`src/rtl/multicycle_control.sv`:
```
// Multicycle RV32/RV64 integer control unit: owns PC, old PC and the instruction register.
// Optional JAL support is built when MULTICYCLE_JAL_EN is defined; otherwise jal traps.
module multicycle_control #(
   parameter int              XLEN     = 32,
   parameter logic [XLEN-1:0] RESET_PC = {XLEN{1'b0}}
) (
   input  logic            clk,
   input  logic            reset,
   output logic            mem_req,
   input  logic            mem_ready,
   output logic            mem_we,
   output logic            addr_sel,
   input  logic [31:0]     mem_rdata,
   input  logic [XLEN-1:0] alu_result,
   input  logic            alu_zero,
   input  logic [XLEN-1:0] target,
   output logic [XLEN-1:0] pc,
   output logic [XLEN-1:0] old_pc,
   output logic [31:0]     instr,
   output logic [6:0]      opcode,
   output logic [2:0]      funct3,
   output logic [6:0]      funct7,
   output logic [1:0]      alu_src_a,
   output logic [1:0]      alu_src_b,
   output logic [1:0]      alu_op,
   output logic            reg_write,
   output logic            mem2reg,
   output logic [3:0]      state,
   output logic            illegal
);

   typedef enum logic [3:0] {
      S_FETCH   = 4'd0,
      S_DECODE  = 4'd1,
      S_MEMADDR = 4'd2,
      S_MEMRD   = 4'd3,
      S_MEMWB   = 4'd4,
      S_MEMWR   = 4'd5,
      S_EXEC    = 4'd6,
      S_ALUWB   = 4'd7,
      S_BRANCH  = 4'd8,
      S_JAL     = 4'd9,
      S_TRAP    = 4'd10
   } state_t;

   localparam logic [6:0] OP_LOAD  = 7'b0000011;
   localparam logic [6:0] OP_STORE = 7'b0100011;
   localparam logic [6:0] OP_REG   = 7'b0110011;
   localparam logic [6:0] OP_IMM   = 7'b0010011;
   localparam logic [6:0] OP_BR    = 7'b1100011;
   localparam logic [6:0] OP_JAL   = 7'b1101111;

   state_t          state_q, state_d;
   logic [XLEN-1:0] pc_q, pc_d;
   logic [XLEN-1:0] old_pc_q, old_pc_d;
   logic [31:0]     ir_q, ir_d;
   logic            illegal_q, illegal_d;
   logic            mem_req_s;
   logic            unused_s;

   // The ALU result is routed to memory by the datapath; control never inspects it.
   assign unused_s = ^alu_result;

   // State and architectural register update
   always_ff @(posedge clk or negedge reset) begin
      if (!reset) begin
         state_q   <= S_FETCH;
         pc_q      <= RESET_PC;
         old_pc_q  <= RESET_PC;
         ir_q      <= 32'd0;
         illegal_q <= 1'b0;
      end else begin
         state_q   <= state_d;
         pc_q      <= pc_d;
         old_pc_q  <= old_pc_d;
         ir_q      <= ir_d;
         illegal_q <= illegal_d;
      end
   end

   // Next-state and PC/IR sequencing
   always_comb begin
      state_d   = state_q;
      pc_d      = pc_q;
      old_pc_d  = old_pc_q;
      ir_d      = ir_q;
      illegal_d = illegal_q;
      case (state_q)
         S_FETCH: begin
            if (mem_ready) begin
               ir_d     = mem_rdata;
               old_pc_d = pc_q;
               pc_d     = pc_q + XLEN'(4);
               state_d  = S_DECODE;
            end else begin
               state_d  = S_FETCH;
            end
         end
         S_DECODE: begin
            case (ir_q[6:0])
               OP_LOAD, OP_STORE: state_d = S_MEMADDR;
               OP_REG, OP_IMM:    state_d = S_EXEC;
               OP_BR:             state_d = S_BRANCH;
`ifdef MULTICYCLE_JAL_EN
               OP_JAL:            state_d = S_JAL;
`endif
               default: begin
                  state_d   = S_TRAP;
                  illegal_d = 1'b1;
               end
            endcase
         end
         S_MEMADDR: begin
            if (ir_q[6:0] == OP_STORE) begin
               state_d = S_MEMWR;
            end else begin
               state_d = S_MEMRD;
            end
         end
         S_MEMRD: begin
            if (mem_ready) begin
               state_d = S_MEMWB;
            end else begin
               state_d = S_MEMRD;
            end
         end
         S_MEMWB:  state_d = S_FETCH;
         S_MEMWR: begin
            if (mem_ready) begin
               state_d = S_FETCH;
            end else begin
               state_d = S_MEMWR;
            end
         end
         S_EXEC:   state_d = S_ALUWB;
         S_ALUWB:  state_d = S_FETCH;
         S_BRANCH: begin
            if (alu_zero) begin
               pc_d = target;
            end else begin
               pc_d = pc_q;
            end
            state_d = S_FETCH;
         end
`ifdef MULTICYCLE_JAL_EN
         S_JAL: begin
            pc_d    = target;
            state_d = S_FETCH;
         end
`endif
         S_TRAP: begin
            state_d   = S_TRAP;
            illegal_d = 1'b1;
         end
         default: begin
            state_d   = S_TRAP;
            illegal_d = 1'b1;
         end
      endcase
   end

   // Moore control decode
   always_comb begin
      mem_req_s = 1'b0;
      mem_we    = 1'b0;
      addr_sel  = 1'b0;
      alu_src_a = 2'd0;
      alu_src_b = 2'd0;
      alu_op    = 2'b00;
      reg_write = 1'b0;
      mem2reg   = 1'b0;
      case (state_q)
         S_FETCH:   mem_req_s = 1'b1;
         S_MEMADDR: alu_src_b = 2'd1;
         S_MEMRD: begin
            mem_req_s = 1'b1;
            addr_sel  = 1'b1;
         end
         S_MEMWB: begin
            reg_write = 1'b1;
            mem2reg   = 1'b1;
         end
         S_MEMWR: begin
            mem_req_s = 1'b1;
            addr_sel  = 1'b1;
            mem_we    = 1'b1;
         end
         S_EXEC: begin
            alu_op    = 2'b10;
            alu_src_b = (ir_q[6:0] == OP_REG) ? 2'd0 : 2'd1;
         end
         S_ALUWB:   reg_write = 1'b1;
         S_BRANCH:  alu_op = 2'b01;
`ifdef MULTICYCLE_JAL_EN
         S_JAL: begin
            alu_src_a = 2'd1;
            alu_src_b = 2'd2;
            reg_write = 1'b1;
         end
`endif
         default: begin
            mem_req_s = 1'b0;
         end
      endcase
   end

   // No request may escape while reset is held, even though state already reads FETCH.
   assign mem_req = mem_req_s & reset;
   assign pc      = pc_q;
   assign old_pc  = old_pc_q;
   assign instr   = ir_q;
   assign opcode  = ir_q[6:0];
   assign funct3  = ir_q[14:12];
   assign funct7  = ir_q[31:25];
   assign state   = state_q;
   assign illegal = illegal_q;

endmodule

```
`config.mk`:
```
export PLATFORM = sky130hd
export DESIGN_NAME = multicycle_control
export DESIGN_NICKNAME = d
export VERILOG_FILES = /design/src/rtl/multicycle_control.sv
export SDC_FILE = /design/constraint.sdc
export NUM_CORES = 1
export LEC_CHECK = 0
export ABC_AREA = 1
export CAP_MARGIN = 20
export CORE_MARGIN = 2
export CORE_UTILIZATION = 43
export DETAILED_ROUTE_END_ITERATION = 6
export GPL_ROUTABILITY_DRIVEN = 0
export MAX_ROUTING_LAYER = met4
export PLACE_DENSITY_LB_ADDON = 0.1
export SETUP_SLACK_MARGIN = 0.2
export SLEW_MARGIN = 20
export SYNTH_ARGS = -nofsm -noshare
export SYNTH_HDL_FRONTEND = slang
export SYNTH_SLANG_ARGS = --single-unit
export TNS_END_PERCENT = 50
```
`constraint.sdc`:
```
create_clock -name clk -period 1.7 [get_ports clk]
set_input_delay 0.34 -clock clk [delete_from_list [all_inputs] [get_ports clk]]
set_output_delay 0.34 -clock clk [all_outputs]
set_load 0.05 [all_outputs]
```
==> flow_metrics.tcl <==
set metrics [dict create \
    hold_ws_ns 0.0823 \
    place.detailed.hpwl_mm 11.0 \
    yosysWarnings 0 \
    cts_tree "built" \
    die-area_mm2 0.0131 \
    layout_min_cycle_time_ns 1.97 \
    finish.utilization 0.753 \
    intPower_mw 10.4 \
    cts.sinks 101 \
    avgSynthCellArea_um2 8.32 \
    grt_overflow 0 \
    final_cell_mix "143 x nand2_1, 130 x buf_4, 82 x dfrtp_1" \
    cp.required_ns 1.36 \
    clk_latency_ns 0.36 \
    syn_area_mm2 0.00526 \
    yosysUniqueCellTypes 30 \
    antenna_found_initial 0 \
    drtPass1Iterations 7 \
    total_leakage_power_nw 4.29 \
    htreeDepth 3 \
    critPathMaxFanout 4 \
    portBuffers 193 \
    clock_path_buffers 2 \
    drc_errors 0 \
    hold_violations 0 \
    clock_skew_ns 0.00646 \
    failed_checks "setup timing" \
    synth_top_area_share 0.481 \
    p_comb_frac 0.675 \
    ys_seq_area_frac 0.481 \
    ios 229 \
    power_density_mw_per_mm2 2360 \
    status "finished with violations" \
    syn_inst 632 \
    core_area_mm2 0.0120 \
    grt_pass1_vias 5101 \
    numCtsBuffers 9 \
    layout_commonest_cell "nand2_1" \
    max_freq_mhz 507 \
    endpoint_kind "primary output" \
    drive_gt1_frac 0.449 \
    num_rows 40 \
    area_growth_pct 71.4 \
    yosys_most_used_dff "dfrtp_1" \
    ys_ff_latch 101 \
    start_kind "flip-flop" \
    max_slew.worst_pin.slew_ns 0.572 \
    sw_frac_of_total 0.512 \
    setup_viol 103 \
    grt.total_usage 0.267 \
    root_buffer "clkbuf_16" \
    yosysTopAreaCell "dfrtp_1" \
    worstPathArrival_ns 1.63 \
    finalWirelength_mm 17.8 \
    rsz0062_at_grt "true" \
    n_antenna_cell 0 \
    power_frac_clock 0.098 \
    power_mw 21.3 \
    viasPerCell 5.18 \
    slew-limit-headroom 0.619 \
    timing.final.crit_share 1.16 \
    synth_area_leaders "dfrtp_1 48%, nand2_1 13%, mux2_4 7.1%, o21ai_0 5.8%, inv_1 4.3%" \
    layout_setup_ws_ns -0.272 \
    ir_worst_vdd_mv 1.12 \
    path_clk_slew_ns 0.07 \
    async_flop_share 1.00 \
    vias 5261 \
    first_iter_violations 336 \
    critPathKind "reg2out" \
    min_path_type "in2async" \
    synth-edff-count 0 \
    layout.nets 965 \
    fp.dieH_um 115 \
    wl_per_cell_um 17.5 \
    grt_pass1_wl_mm 26.2 \
    switchingPower_mw 10.9 \
    slew_viol_final 0 \
    grt_max_degree 102 \
    start_util 0.440 \
    final_antenna_net_count 0 \
    cap_viol_max_count 0 \
    pwr-share-seq 0.227 \
    fp.dieW_um 115 \
]
[layout make-up]
cell class	count	area (um2)
fillers	830	2950
repair buffers	260	2870
multi-input cells	430	2850
flip-flops and latches	101	2550
clock buffers	14	284
inverters	62	253
well taps	147	184
clock inverters	2	15.0
[cells in the mapped netlist (3+ instances only)]
library cell and number:
nand2_1 178, dfrtp_1 101, a21oi_1 20, nor2_1 57, mux2_2 12, o21ai_0 61
clkbuf_1 8, or2_2 7, buf_4 20, nand2_2 3, inv_1 60, mux2_4 25
buf_2 10, buf_6 4, nand3_1 44
[critical path: stages, from the launching register on]
cell and delay, ns:
dfrtp_4 0.52, buf_6 0.13, buf_6 0.11, nand3_4 0.09, nand2_4 0.07, o21ai_2 0.14, inv_2 0.07, buf_12 0.15
[worst paths after layout]
path,start,endpoint,slack [ns],cells after the start
worst max register to register,state[1]$_DFF_PN0_,pc[6]$_DFFE_PN0P_,-0.20,11
worst max-delay path,state[1]$_DFF_PN0_,mem_req,-0.27,7
worst min-delay path,reset,old_pc[7]$_DFFE_PN0P_,0.08,2
worst min register to register,illegal$_DFFE_PN0P_,illegal$_DFFE_PN0P_,0.50,1
max in group asynchronous,reset,state[1]$_DFF_PN0_,1.12,2
min in group clk,illegal$_DFFE_PN0P_,illegal$_DFFE_PN0P_,0.50,1
[sequential cells by signal (all words and copies together), names as in the netlist]
| signal | flops |
|---|---|
| instr | 32 |
| old_pc | 32 |
| state | 4 |
| illegal | 1 |
| pc | 32 |
[metal layers]
| metal | share of wire | vias up | global-route usage |
|---|---|---|---|
| met4 | 0.026 | 0 | 0.109 |
| met3 | 0.047 | 32 | 0.0376 |
| met5 | 0 | - | - |
| met2 | 0.51 | 179 | 0.439 |
| met1 | 0.41 | 2573 | 0.332 |
| li1 | - | 2477 | - |
[power by group through the flow]
stage | Sequential (mW) | Clock, mW | Combinational (mW)
6_report | 4.82 | 2.08 | 14.4
5_1_grt | 4.99 | 2.20 | 15.0
4_1_cts | 4.69 | 2.10 | 13.2
3_5_place_dp | 4.73 | 0 | 11.7
3_3_place_gp | 4.66 | 0 | 11.6
2_1_floorplan | 8.21 | 0 | 4.33
[what timing repair did]
| action | in CTS | in global routing |
|---|---|---|
| buffers inserted | 21 | 14 |
| endpoints found under the setup margin | 84 | 108 |
| gates cloned | 8 | 5 |
| hold buffers | 0 | 0 |
| pin swaps | 23 | 28 |
| gates resized for setup | 76 | 126 |
[cells by family (layout without fill, tap and decap cells)]
group / Yosys count / after routing / synth area share
simple gates: 297 / 298 / 0.231
buf+inv: 104 / 338 / 0.0966
flops: 101 / 101 / 0.481
compound gates: 89 / 89 / 0.0885
mux: 37 / 37 / 0.0971
xor+xnor: 2 / 2 / 0.00333
fa+ha+maj: 1 / 1 / 0.00238
other cells: 1 / 3 / 0.000713
[through the flow]
step                setup slack [ns]  std cells  instance area [um2]  setup TNS, ns
finish                        -0.272       1016                 9010         -12.46
global route                  -0.321       1016                 9010         -19.25
CTS                           -0.211        997                 8450          -8.88
detailed placement           -0.0118        952                 7510         -0.100
global placement            -0.00500        952                 7510        -0.0146
floorplan                     0.0159        634                 5460              0
Note: power is estimated with default switching activity, not from simulation.
